## src/rtl/dijkstra_ci_initiator.sv

```systemverilog
// Custom-instruction initiator: accepts one command, drives a CI responder and returns its result.
// Optional WAIT timeout is compiled in with the macro DIJKSTRA_CI_TIMEOUT_EN.
module dijkstra_ci_initiator #(
    parameter int unsigned TIMEOUT_CYCLES = 65535,
    parameter int unsigned CNT_WIDTH      = 16
) (
    input  logic        clock,
    input  logic        reset,
    input  logic        cmd_valid,
    output logic        cmd_ready,
    input  logic [7:0]  cmd_n,
    input  logic [31:0] cmd_dataa,
    input  logic [31:0] cmd_datab,
    output logic        rsp_valid,
    input  logic        rsp_ready,
    output logic [31:0] rsp_result,
    output logic        rsp_timeout,
    output logic        ci_start,
    output logic        ci_clock_enable,
    output logic [7:0]  ci_n,
    output logic [31:0] ci_dataa,
    output logic [31:0] ci_datab,
    input  logic [31:0] ci_result,
    input  logic        ci_ready,
    output logic        busy
);

    typedef enum logic [1:0] {
        S_IDLE  = 2'd0,
        S_ISSUE = 2'd1,
        S_WAIT  = 2'd2,
        S_RESP  = 2'd3
    } state_t;

    if (TIMEOUT_CYCLES >= (64'd1 << CNT_WIDTH)) begin : g_bad_cfg
        $error("TIMEOUT_CYCLES does not fit in CNT_WIDTH bits");
    end

    state_t      state_q, state_d;
    logic [7:0]  n_q, n_d;
    logic [31:0] dataa_q, dataa_d;
    logic [31:0] datab_q, datab_d;
    logic [31:0] result_q, result_d;

`ifdef DIJKSTRA_CI_TIMEOUT_EN
    localparam logic [CNT_WIDTH-1:0] CNT_LAST = CNT_WIDTH'(TIMEOUT_CYCLES - 1);
    logic [CNT_WIDTH-1:0] cnt_q, cnt_d;
    logic                 timeout_q, timeout_d;
`endif

    // State and datapath registers; reset wins over every input.
    always_ff @(posedge clock) begin
        if (reset) begin
            state_q   <= S_IDLE;
            n_q       <= 8'd0;
            dataa_q   <= 32'd0;
            datab_q   <= 32'd0;
            result_q  <= 32'd0;
`ifdef DIJKSTRA_CI_TIMEOUT_EN
            cnt_q     <= '0;
            timeout_q <= 1'b0;
`endif
        end else begin
            state_q   <= state_d;
            n_q       <= n_d;
            dataa_q   <= dataa_d;
            datab_q   <= datab_d;
            result_q  <= result_d;
`ifdef DIJKSTRA_CI_TIMEOUT_EN
            cnt_q     <= cnt_d;
            timeout_q <= timeout_d;
`endif
        end
    end

    // Next-state logic; operands are only latched on an accepted command.
    always_comb begin
        state_d   = state_q;
        n_d       = n_q;
        dataa_d   = dataa_q;
        datab_d   = datab_q;
        result_d  = result_q;
`ifdef DIJKSTRA_CI_TIMEOUT_EN
        cnt_d     = cnt_q;
        timeout_d = timeout_q;
`endif
        case (state_q)
            S_IDLE: begin
                if (cmd_valid) begin
                    n_d     = cmd_n;
                    dataa_d = cmd_dataa;
                    datab_d = cmd_datab;
                    state_d = S_ISSUE;
                end else begin
                    state_d = S_IDLE;
                end
            end
            S_ISSUE: begin
`ifdef DIJKSTRA_CI_TIMEOUT_EN
                cnt_d   = '0;
`endif
                state_d = S_WAIT;
            end
            S_WAIT: begin
                // A ready arriving on the limit cycle still counts as a normal completion.
                if (ci_ready) begin
                    result_d  = ci_result;
`ifdef DIJKSTRA_CI_TIMEOUT_EN
                    timeout_d = 1'b0;
`endif
                    state_d   = S_RESP;
`ifdef DIJKSTRA_CI_TIMEOUT_EN
                end else if (cnt_q == CNT_LAST) begin
                    cnt_d     = cnt_q + {{(CNT_WIDTH-1){1'b0}}, 1'b1};
                    result_d  = 32'hFFFF_FFFF;
                    timeout_d = 1'b1;
                    state_d   = S_RESP;
                end else begin
                    cnt_d     = cnt_q + {{(CNT_WIDTH-1){1'b0}}, 1'b1};
                    state_d   = S_WAIT;
                end
`else
                end else begin
                    state_d   = S_WAIT;
                end
`endif
            end
            S_RESP: begin
                if (rsp_ready) begin
                    state_d = S_IDLE;
                end else begin
                    state_d = S_RESP;
                end
            end
            default: state_d = S_IDLE;
        endcase
    end

    assign cmd_ready       = (state_q == S_IDLE);
    assign busy            = (state_q != S_IDLE);
    assign ci_start        = (state_q == S_ISSUE);
    assign ci_clock_enable = (state_q == S_WAIT);
    assign rsp_valid       = (state_q == S_RESP);
    assign ci_n            = n_q;
    assign ci_dataa        = dataa_q;
    assign ci_datab        = datab_q;
    assign rsp_result      = result_q;
`ifdef DIJKSTRA_CI_TIMEOUT_EN
    assign rsp_timeout     = timeout_q;
`else
    assign rsp_timeout     = 1'b0;
`endif

endmodule
```

## config.mk

```make
export PLATFORM = sky130hd
export DESIGN_NAME = dijkstra_ci_initiator
export DESIGN_NICKNAME = d
export VERILOG_FILES = /design/src/rtl/dijkstra_ci_initiator.sv
export SDC_FILE = /design/constraint.sdc
export NUM_CORES = 1
export LEC_CHECK = 0
export CAP_MARGIN = 20
export CORE_AREA = 2 2 100 122
export DETAILED_ROUTE_END_ITERATION = 10
export DIE_AREA = 0 0 102 124
export GPL_TIMING_DRIVEN = 0
export PLACE_DENSITY = 0.82
export SLEW_MARGIN = 5
export SYNTH_ARGS = -nofsm -noshare
export SYNTH_HDL_FRONTEND = slang
export SYNTH_SLANG_ARGS = --single-unit
```

## constraint.sdc

```tcl
create_clock -name clock -period 1.27 [get_ports clock]
set_input_delay 0.254 -clock clock [delete_from_list [all_inputs] [get_ports clock]]
set_output_delay 0.254 -clock clock [all_outputs]
set_load 0.03 [all_outputs]
```

==> impl_summary.md <==
Run status
The flow ran to the end, but the final reports show violations. The final reports fail on setup timing.

Floorplan
The area enclosed by the die boundary is 12600 um^2. The floorplan has 43 rows. The boundary pin count is 219. The initial core utilization is 0.336. The area of the core region is 11400 um^2. The die extent in y is 124 um. From left edge to right edge, the die measures 102 um.

Detailed routing
The number of remaining DRC errors is 0. The post-detailed-routing wire length is 12400 um. The length of routed met2 wiring is 6640 um. The initial detailed-routing violation count is 118. The met1 routed wirelength after detailed routing is 4730 um. The first TritonRoute pass finished after 4 iterations.

The detailed router used layers up to and including met4. The count of antenna-violating nets left after detailed routing is 0. Summed over all nets, wire length on met3 after detailed routing comes to 727 um. The ratio of routed vias to standard cells is 4.60. The mean routed wirelength per cell is 14.2 um. Across all layers, the routed design uses 4005 vias.

STA
The final sum of negative setup slack is -8.54 ns. Counting I/O delays and the setup requirement, the final critical path takes 1.43 ns. The number of max-slew violations in the final report was 0. The clock skew is 0.00997 ns. Timing would allow up to 701 MHz. The remaining max-slew budget at the tightest pin is 0.553. At the pin with the least slew margin, the transition time is 0.671 ns. The final-report hold violation count is 0. Setup violations remaining at the end of the flow were counted as 80.

The final critical-path share of the clock period is 1.12. The post-route worst setup slack is -0.157 ns. Setup repair after global routing could not meet its margin everywhere.

Critical path
The worst setup path is launched from a flop. STA puts the critical path data required time at 1.02 ns. By startpoint and endpoint, the worst setup path is classified as flop to output port. The worst register-to-register path has a setup slack of -0.14 ns. The worst setup path is captured at an output port.

The data arrival time of the worst path is 1.17 ns. Broken down by cell family, the worst path's largest delay share belongs to flip-flops. Among all stages on the critical path, the largest delay is contributed by dfxtp_2. Walking the worst path, the cells encountered are buf_8 -> nor2_4 -> inv_2 -> buf_6. In this design, the stage delay of the slowest critical-path cell is 0.35 ns. The number of buffers and inverters on the critical path is 3. Of all nets on the critical path, the largest fanout is 5.

Job
The number of maximum-capacitance violations is 0.

Clocking
No sink is reached through more buffers than the 2 on the longest clock path. Clock tree synthesis found a total of 106 sinks. Buffers inserted during clock tree synthesis total 9.

The clock transition at the registers of the reported paths is 0.07 ns. The TritonCTS clock tree is yes. CTS placed an instance of clkbuf_16 at the clock tree root. The worst-skew pair later-pin latency is 0.34 ns. The total number of H-tree levels is 3.

Power and ir drop
The power after layout is 8.75 mW. The analysis attributes to cell leakage a power of 2.56 nW. Dividing total power by cell area gives a power density of 1290 nW/um^2. Across the VDD grid, the largest voltage drop is 0.000589 V.

Cells and area
The most common cell after layout, fill and taps aside is nand2_1. The repair_antennas step left the layout with diodes totalling 0. The layout has 993 filler cells. The multi-input combinational cell area is 1520 um^2.

The synthesis-to-layout area growth is 76.4%. The library cells used most frequently in the layout, excluding fill and tap cells, are nand2_1, clkdlybuf4s50_1, dfxtp_1. After the last flow step, the layout net total stands at 817. The total area of sequential cells is 2120 um^2.

Of the cells placed in the final design, the portion with a size suffix greater than 1 is 0.282.

Min path
The worst hold path class is flop to flop.

Synthesis
After synthesis the cells add up to 3830 um^2. The post-synth net total is 580. The share of the Yosys chip area taken by registers is 0.554.

The cell count after synthesis came out at 471. During synthesis, Yosys emitted a total of 0 warnings. The per-instance average area after synthesis is 8.14 um^2. In this run, synthesis inferred 0 flip-flops with an integrated enable. Counting distinct cell types in the post-synthesis netlist gives 21.

After synthesis the netlist holds a flip-flop and latch count of 106. Among all flip-flop cells after synthesis, the most frequent one is dfxtp_1. The share of async-settable or async-resettable flops after synthesis is 0.

GRT
Across every metal layer, demand over resource in global routing totals 0.179. Entering global routing, the biggest net connects 18 pins. The number of antenna violations at the first check in global routing was 0. The first global-routing pass estimated 17900 um of wire. The number of global-route vias before repair was 3773.

After global routing the overflow that remains totals 0.

Place
The count of input and output buffers is 216. Detailed placement ended at an HPWL of 9020 um. The last weighted congestion value of the routability-driven placer is 0.789.
flip-flops by register name (all words and copies together) (netlist names):
signal and count:
ci_n 8, ci_datab 32, rsp_result 32, ci_dataa 32
state_q 2
power by group:
| part | internal [mW] | switching (mW) | leakage (nW) |
|---|---|---|---|
| sequential | 3.56 | 0.121 | 0.866 |
| combinational | 1.04 | 1.22 | 1.54 |
| clock | 1.59 | 1.22 | 0.149 |
| total | 6.19 | 2.56 | 2.56 |
cell type report:
type / instances / area share
inverter: 1 / 0.000555
clock buffer: 10 / 0.0353
sequential: 106 / 0.314
buffer: 37 / 0.0537
clock inverter: 6 / 0.00962
timing repair buffer: 227 / 0.332
tap: 157 / 0.0291
multi-input combinational: 326 / 0.225
per-layer routing:
| layer | vias to the layer above | GRT usage |
|---|---|---|
| met5 | - | 0 |
| met4 | 0 | 0.0600 |
| met3 | 24 | 0.0477 |
| met2 | 152 | 0.339 |
| met1 | 1850 | 0.190 |
| li1 | 1979 | - |
timing repair:
action	CTS	global route
hold buffers	0	0
gates cloned	0	6
endpoints found under the setup margin	209	138
gates resized for setup	368	104
setup buffers	2	3
pin swaps	0	1
cell families after synthesis:
group,count (synthesis),synth area share
simple gates,218,0.223
flops,106,0.554
other cells,1,0.000978
compound gates,107,0.142
buf+inv,39,0.0803
tightest hold or removal path, stage by stage, from the launching register on:
cell     delay [ns]
dfxtp_1        0.31
nand2_1        0.05
a21oi_1        0.05
final timing paths:
| check | from | to | cells past startpoint |
|---|---|---|---|
| worst max-delay path | state_q[1] | busy | 4 |
| worst min-delay path | ci_datab[6] | ci_datab[6] | 2 |
| worst max register to register | state_q[0] | ci_dataa[2] | 6 |
| worst min register to register | ci_datab[6] | ci_datab[6] | 2 |
cell usage after synthesis, types with 2 or more instances:
master    number  area [um^2]
nand2_1      207          777
dfxtp_1      106         2120
a21oi_1      104          521
clkbuf_1      14         52.6
buf_6          9          101
buf_8          7          105
buf_2          6         30.0
a211oi_1       3         22.5
buf_4          2         15.0
nor2b_1        2         12.5
through the flow:
| step | util | instances | hold WS, ns | area [um^2] | setup WS (ns) |
|---|---|---|---|---|---|
| global route | 0.593 | 870 | 0.464 | 6760 | -0.189 |
| finish | 0.593 | 870 | 0.452 | 6760 | -0.157 |
| detailed placement | 0.545 | 844 | 0.446 | 6210 | -0.510 |
| floorplan | - | 471 | 0.354 | 3850 | -0.0313 |
| global placement | 0.545 | 844 | 0.441 | 6210 | -0.477 |
| CTS | 0.586 | 862 | 0.448 | 6680 | -0.140 |
No activity file was read; power rests on OpenSTA's default activity.
